### src/rtl/skip_subtractor_seq.sv
// skip_subtractor_seq
//   Multi-cycle subtractor D = A - B - bin, one SLICE-bit slice per clock,
//   least-significant slice first. Each slice is a ripple subtract whose
//   borrow-out bypasses the ripple chain through a 2:1 select when every bit
//   pair in the slice is equal. The select only changes timing; the ripple
//   result carries the same value in that case.
//
// Ports
//   clk      : clock, rising edge
//   rst      : synchronous active-high reset, highest priority
//   start    : request, accepted only while busy = 0
//   A, B     : minuend / subtrahend, sampled on the accepting edge
//   bin      : borrow-in, sampled on the accepting edge
//   busy     : operation in progress
//   done     : one-cycle pulse, results valid
//   D        : difference (partially written while busy)
//   bout     : borrow-out (A < B + bin, unsigned)
//   zero     : D == 0
//   ovf      : signed overflow
//   skip_cnt : number of slices whose borrow took the skip path
module skip_subtractor_seq #(
  parameter int WIDTH = 16,
  parameter int SLICE = 4
) (
  input  logic                                 clk,
  input  logic                                 rst,
  input  logic                                 start,
  input  logic [WIDTH-1:0]                     A,
  input  logic [WIDTH-1:0]                     B,
  input  logic                                 bin,
  output logic                                 busy,
  output logic                                 done,
  output logic [WIDTH-1:0]                     D,
  output logic                                 bout,
  output logic                                 zero,
  output logic                                 ovf,
  output logic [$clog2(WIDTH/SLICE+1)-1:0]     skip_cnt
);

  localparam int N   = WIDTH / SLICE;
  localparam int KW  = (N > 1) ? $clog2(N) : 1;
  localparam int MSB = WIDTH - 1;

  typedef enum logic {IDLE, RUN} state_t;

  state_t           state, state_nxt;
  logic [WIDTH-1:0] a_r, b_r;
  logic             br_r;
  logic [KW-1:0]    k;

  logic [SLICE-1:0] a_s, b_s, ds;
  logic             br_ripple;
  logic             eq;
  logic             slice_bout;
  logic             last;
  logic [WIDTH-1:0] d_upd;

  assign last = (k == KW'(N - 1));

  // Slice select, ripple subtract, skip mux, and D with the current slice merged.
  always_comb begin
    a_s = '0;
    b_s = '0;
    for (int unsigned j = 0; j < N; j++) begin
      if (k == KW'(j)) begin
        a_s = a_r[j*SLICE +: SLICE];
        b_s = b_r[j*SLICE +: SLICE];
      end
    end

    br_ripple = br_r;
    eq        = 1'b1;
    ds        = '0;
    for (int unsigned i = 0; i < SLICE; i++) begin
      ds[i]     = a_s[i] ^ b_s[i] ^ br_ripple;
      br_ripple = (~a_s[i] & b_s[i]) | (~(a_s[i] ^ b_s[i]) & br_ripple);
      eq        = eq & ~(a_s[i] ^ b_s[i]);
    end
    slice_bout = eq ? br_r : br_ripple;

    d_upd = D;
    for (int unsigned j = 0; j < N; j++) begin
      if (k == KW'(j)) d_upd[j*SLICE +: SLICE] = ds;
    end
  end

  always_comb begin
    state_nxt = state;
    case (state)
      IDLE:    if (start) state_nxt = RUN;
      RUN:     if (last)  state_nxt = IDLE;
      default: state_nxt = IDLE;
    endcase
  end

  always_ff @(posedge clk) begin
    if (rst) state <= IDLE;
    else     state <= state_nxt;
  end

  always_ff @(posedge clk) begin
    if (rst) begin
      a_r      <= '0;
      b_r      <= '0;
      br_r     <= 1'b0;
      k        <= '0;
      busy     <= 1'b0;
      done     <= 1'b0;
      D        <= '0;
      bout     <= 1'b0;
      zero     <= 1'b0;
      ovf      <= 1'b0;
      skip_cnt <= '0;
    end else begin
      done <= 1'b0;
      case (state)
        IDLE: begin
          if (start) begin
            a_r      <= A;
            b_r      <= B;
            br_r     <= bin;
            D        <= '0;
            skip_cnt <= '0;
            k        <= '0;
            busy     <= 1'b1;
          end
        end
        RUN: begin
          D    <= d_upd;
          br_r <= slice_bout;
          if (eq) skip_cnt <= skip_cnt + 1'b1;
          if (last) begin
            // Flags use d_upd so the final slice is included.
            bout <= slice_bout;
            zero <= (d_upd == '0);
            ovf  <= (a_r[MSB] != b_r[MSB]) && (d_upd[MSB] != a_r[MSB]);
            done <= 1'b1;
            busy <= 1'b0;
            k    <= '0;
          end else begin
            k <= k + 1'b1;
          end
        end
        default: ;
      endcase
    end
  end

endmodule
### config.mk
export PLATFORM = sky130hd
export DESIGN_NAME = skip_subtractor_seq
export DESIGN_NICKNAME = d
export VERILOG_FILES = /design/src/rtl/skip_subtractor_seq.sv
export SDC_FILE = /design/constraint.sdc
export NUM_CORES = 1
export LEC_CHECK = 0
export CORE_MARGIN = 1
export CORE_UTILIZATION = 47
export CTS_BUF_LIST = sky130_fd_sc_hd__clkbuf_2 sky130_fd_sc_hd__clkbuf_4 sky130_fd_sc_hd__clkbuf_8
export DETAILED_ROUTE_END_ITERATION = 7
export PLACE_DENSITY = 0.78
export SYNTH_ARGS = -nofsm -noshare
export SYNTH_HDL_FRONTEND = slang
export SYNTH_SLANG_ARGS = --single-unit
### constraint.sdc
create_clock -name clk -period 3.1 [get_ports clk]
set_input_delay 0.465 -clock clk [delete_from_list [all_inputs] [get_ports clk]]
set_output_delay 0.465 -clock clk [all_outputs]
set_load 0.01 [all_outputs]
==> flow_metrics.env <==
export IMPL_outcome="finished with violations"
export IMPL_violations="negative setup slack"
export IMPL_drt_iter0_markers=156
export IMPL_fin_ws_ns=-0.2041
export IMPL_report_final_hold_viol_count=0
export IMPL_p_int_w=0.001411
export IMPL_end_kind="register"
export IMPL_synth_commonest_cells="nand2_1 (79), dfxtp_1 (60), a21oi_1 (49), nor2_1 (35), buf_4 (10)"
export IMPL_hold_buffers=0
export IMPL_cp_start_kind="register"
export IMPL_syn_to_final_growth_pct=37.35
export IMPL_p_sw_w=0.0005330
export IMPL_finalMaxSlewViolations=0
export IMPL_root_buffer="clkbuf_8"
export IMPL_maxCapViolCount=0
export IMPL_fin_tns_setup_ns=-0.7573
export IMPL_setup_viol=5
export IMPL_synth_area_top_cells="dfxtp_1 (43%), nand2_1 (11%), a21oi_1 (8.8%)"
export IMPL_io_pins=60
export IMPL_avgSynthCellArea_um2=8.261
export IMPL_grt_use_total_pct=23.80
export IMPL_cts_max_level=3
export IMPL_start_util_pct=49.64
export IMPL_combPwrFrac_pct=22.4
export IMPL_tightestPinTransition_ns=0.6217
export IMPL_synth_nets=386
export IMPL_antenna_cells=0
export IMPL_fin_skew_ns=0.005315
export IMPL_postLayoutCellArea_um2=3824
export IMPL_clockPowerShare_pct=34.2
export IMPL_swShare_pct=27.42
export IMPL_wirelength_um=7053
export IMPL_synth_main_ff_cell="dfxtp_1"
export IMPL_drc=0
export IMPL_cts_sinks=60
export IMPL_rsz0062_at_grt="yes"
export IMPL_clk_latency_ns=0.34
export IMPL_async_flop_share_pct=0
export IMPL_postPlaceCellArea_um2=3487
export IMPL_slew_headroom_pct=58.50
export IMPL_drtPass1Iterations=4
export IMPL_hp_class="reg -> reg"
export IMPL_pwr_share_seq_pct=43.3
export IMPL_p_per_area_nw_per_um2=508.4
export IMPL_post_route_cells_drive_above_1_share_pct=17.15
export IMPL_grt_pass1_wl_um=11290
export IMPL_routed_via_density=5.323
export IMPL_critical_path_class="reg -> reg"
export IMPL_vdd_ir_drop_max_mv=0.3143
export IMPL_period_share_pct=106.6
export IMPL_leakagePower_nw=1.484
export IMPL_synth_edff_count=0
export IMPL_multi_input_area_um2=1474
export IMPL_hpwlAfterDp_um=4834
export IMPL_grt_pass1_vias=2426
export IMPL_seqCellArea_um2=1206
export IMPL_period_needed_ns=3.304
export IMPL_clock_fmax_mhz=302.7
export IMPL_portBuffers=59
export IMPL_die_area_um2=6235
export IMPL_power_w=0.001944
export IMPL_core_region_area_um2=5608
export IMPL_pre_cts_ws_ns=-0.2155
export IMPL_dieWidth_um=78.96
export IMPL_cts_made_buffers=9
export IMPL_synth_top_area_share_pct=43.15
export IMPL_cts_tree="yes"
export IMPL_num_rows=27
export IMPL_cp_arrival_ns=3.58
export IMPL_netlist_area_um2=2784
export IMPL_worstPathRequired_ns=3.38
export IMPL_cts_clk_slew_worst_paths_ns=0.06
export IMPL_avgRoutedWirePerCell_um=14.51
export IMPL_ant_nets=0
export IMPL_grt_max_degree=35
export IMPL_synth_most_common_cell="nand2_1"
export IMPL_synthDistinctLibCells=37
export IMPL_place_gp_congestion=0.8555
export IMPL_synth_cells=337
export IMPL_ys_ff_latch=60
export IMPL_yosysSeqAreaShare_pct=43.15
export IMPL_antenna_found_initial=0
export IMPL_num_vias=2587
export IMPL_die_height_um=78.96
export IMPL_ys_warn_count=0
export IMPL_synth_area_leader_cell="dfxtp_1"
export IMPL_grt_ovfl_total=0
export IMPL_nFillCells=468
export IMPL_max_clock_path_buffers=2
export IMPL_nets=458
export IMPL_cp_max_fo=5
## worst max-delay path: stages, from the launching register on
cell       delay, ns
dfxtp_2         0.32
inv_2           0.08
buf_6           0.10
ha_4            0.14
nand3b_1        0.11
a311oi_2        0.35
a21o_1          0.15
fa_2            0.20
inv_2           0.04
fa_2            0.32
inv_2           0.06
fa_2            0.18
inv_2           0.04
fa_2            0.58
nor4bb_4        0.20
o2111ai_1       0.18
o21ai_2         0.18
## path summary, 6_finish.rpt
path,cells after the start,slack (ns),end,from
min reg2reg,2,0.46,b_r[13],b_r[13]
max,16,-0.20,zero,k[1]
max reg2reg,16,-0.20,zero,k[1]
min,2,0.46,b_r[13],b_r[13]
## flip-flops by register name (all words and copies together), names as in the netlist
name	flops
k	2
bout	1
zero	1
state	1
done	1
br_r	1
busy	1
a_r	16
b_r	16
ovf	1
skip_cnt	3
D	16
## layout by cell type (no fill, tap or decap), drive strengths merged
master | Yosys | final
a211oi | 4 | 4
a21o | 5 | 5
a21oi | 49 | 49
a22oi | 6 | 6
a311oi | 6 | 6
a32oi | 8 | 8
and2 | 1 | 1
and2b | 1 | 1
and4 | 1 | 1
buf | 21 | 30
clkbuf | 6 | 15
clkdlybuf4s50 | 0 | 58
clkinv | 0 | 1
dfxtp | 60 | 60
fa | 4 | 4
ha | 9 | 9
inv | 7 | 7
mux2 | 1 | 1
mux2i | 4 | 4
nand2 | 79 | 79
nand2b | 2 | 2
nand3 | 3 | 3
nand3b | 8 | 8
nor2 | 36 | 36
nor2b | 3 | 3
nor3 | 2 | 2
nor4 | 1 | 1
nor4bb | 1 | 1
o2111ai | 1 | 1
o21a | 1 | 1
o21ai | 4 | 4
o41ai | 1 | 1
or4 | 1 | 1
xor2 | 1 | 1
## per-layer routing
metal | vias up | track usage, % | routed length [µm] | share of wire (%)
met5 | - | 0 | 0 | 0
met4 | 0 | 9.455 | 108 | 1.5
met3 | 11 | 8.736 | 481 | 6.8
met2 | 87 | 38.71 | 3432 | 49
met1 | 1205 | 28.35 | 3031 | 43
li1 | 1284 | - | - | -
## through the flow
step	utilization [%]	hold slack, ns	std cells
floorplan	-	0.4364	337
global placement	62.18	0.4450	465
detailed placement	62.18	0.4472	465
CTS	66.80	0.4564	482
global route	68.18	0.4804	486
finish	68.18	0.4565	486
## kinds of logic after synthesis
kind of cell / after synthesis / synth area share, %
flops: 60 / 43.15
fa+ha+maj: 13 / 6.922
compound gates: 85 / 19.01
buf+inv: 34 / 7.325
simple gates: 139 / 21.44
mux: 5 / 1.843
xor+xnor: 1 / 0.3147
## layout make-up
cell class	instances	area share, %
Timing Repair Buffer	88	21.63
Inverter	7	0.8835
Clock inverter	1	0.1309
Tap cell	72	2.356
Multi-Input combinational cell	243	38.55
Clock buffer	15	4.908
Sequential cell	60	31.54
## power groups by stage
stage,Clock [W],Combinational (W),Sequential (W)
global route,0.000724,0.000474,0.000847
floorplan,0,0.000231,0.000848
finish,0.000666,0.000436,0.000842
detailed placement,0,0.000361,0.000857
CTS,0.000670,0.000377,0.000842
global placement,0,0.000357,0.000856
## repair_timing
action | in CTS | in global routing
pin swaps | 5 | 7
gates resized for setup | 15 | 15
setup endpoints to repair | 6 | 6
buffers inserted | 1 | 4
Power figures use the tool's default switching activity.
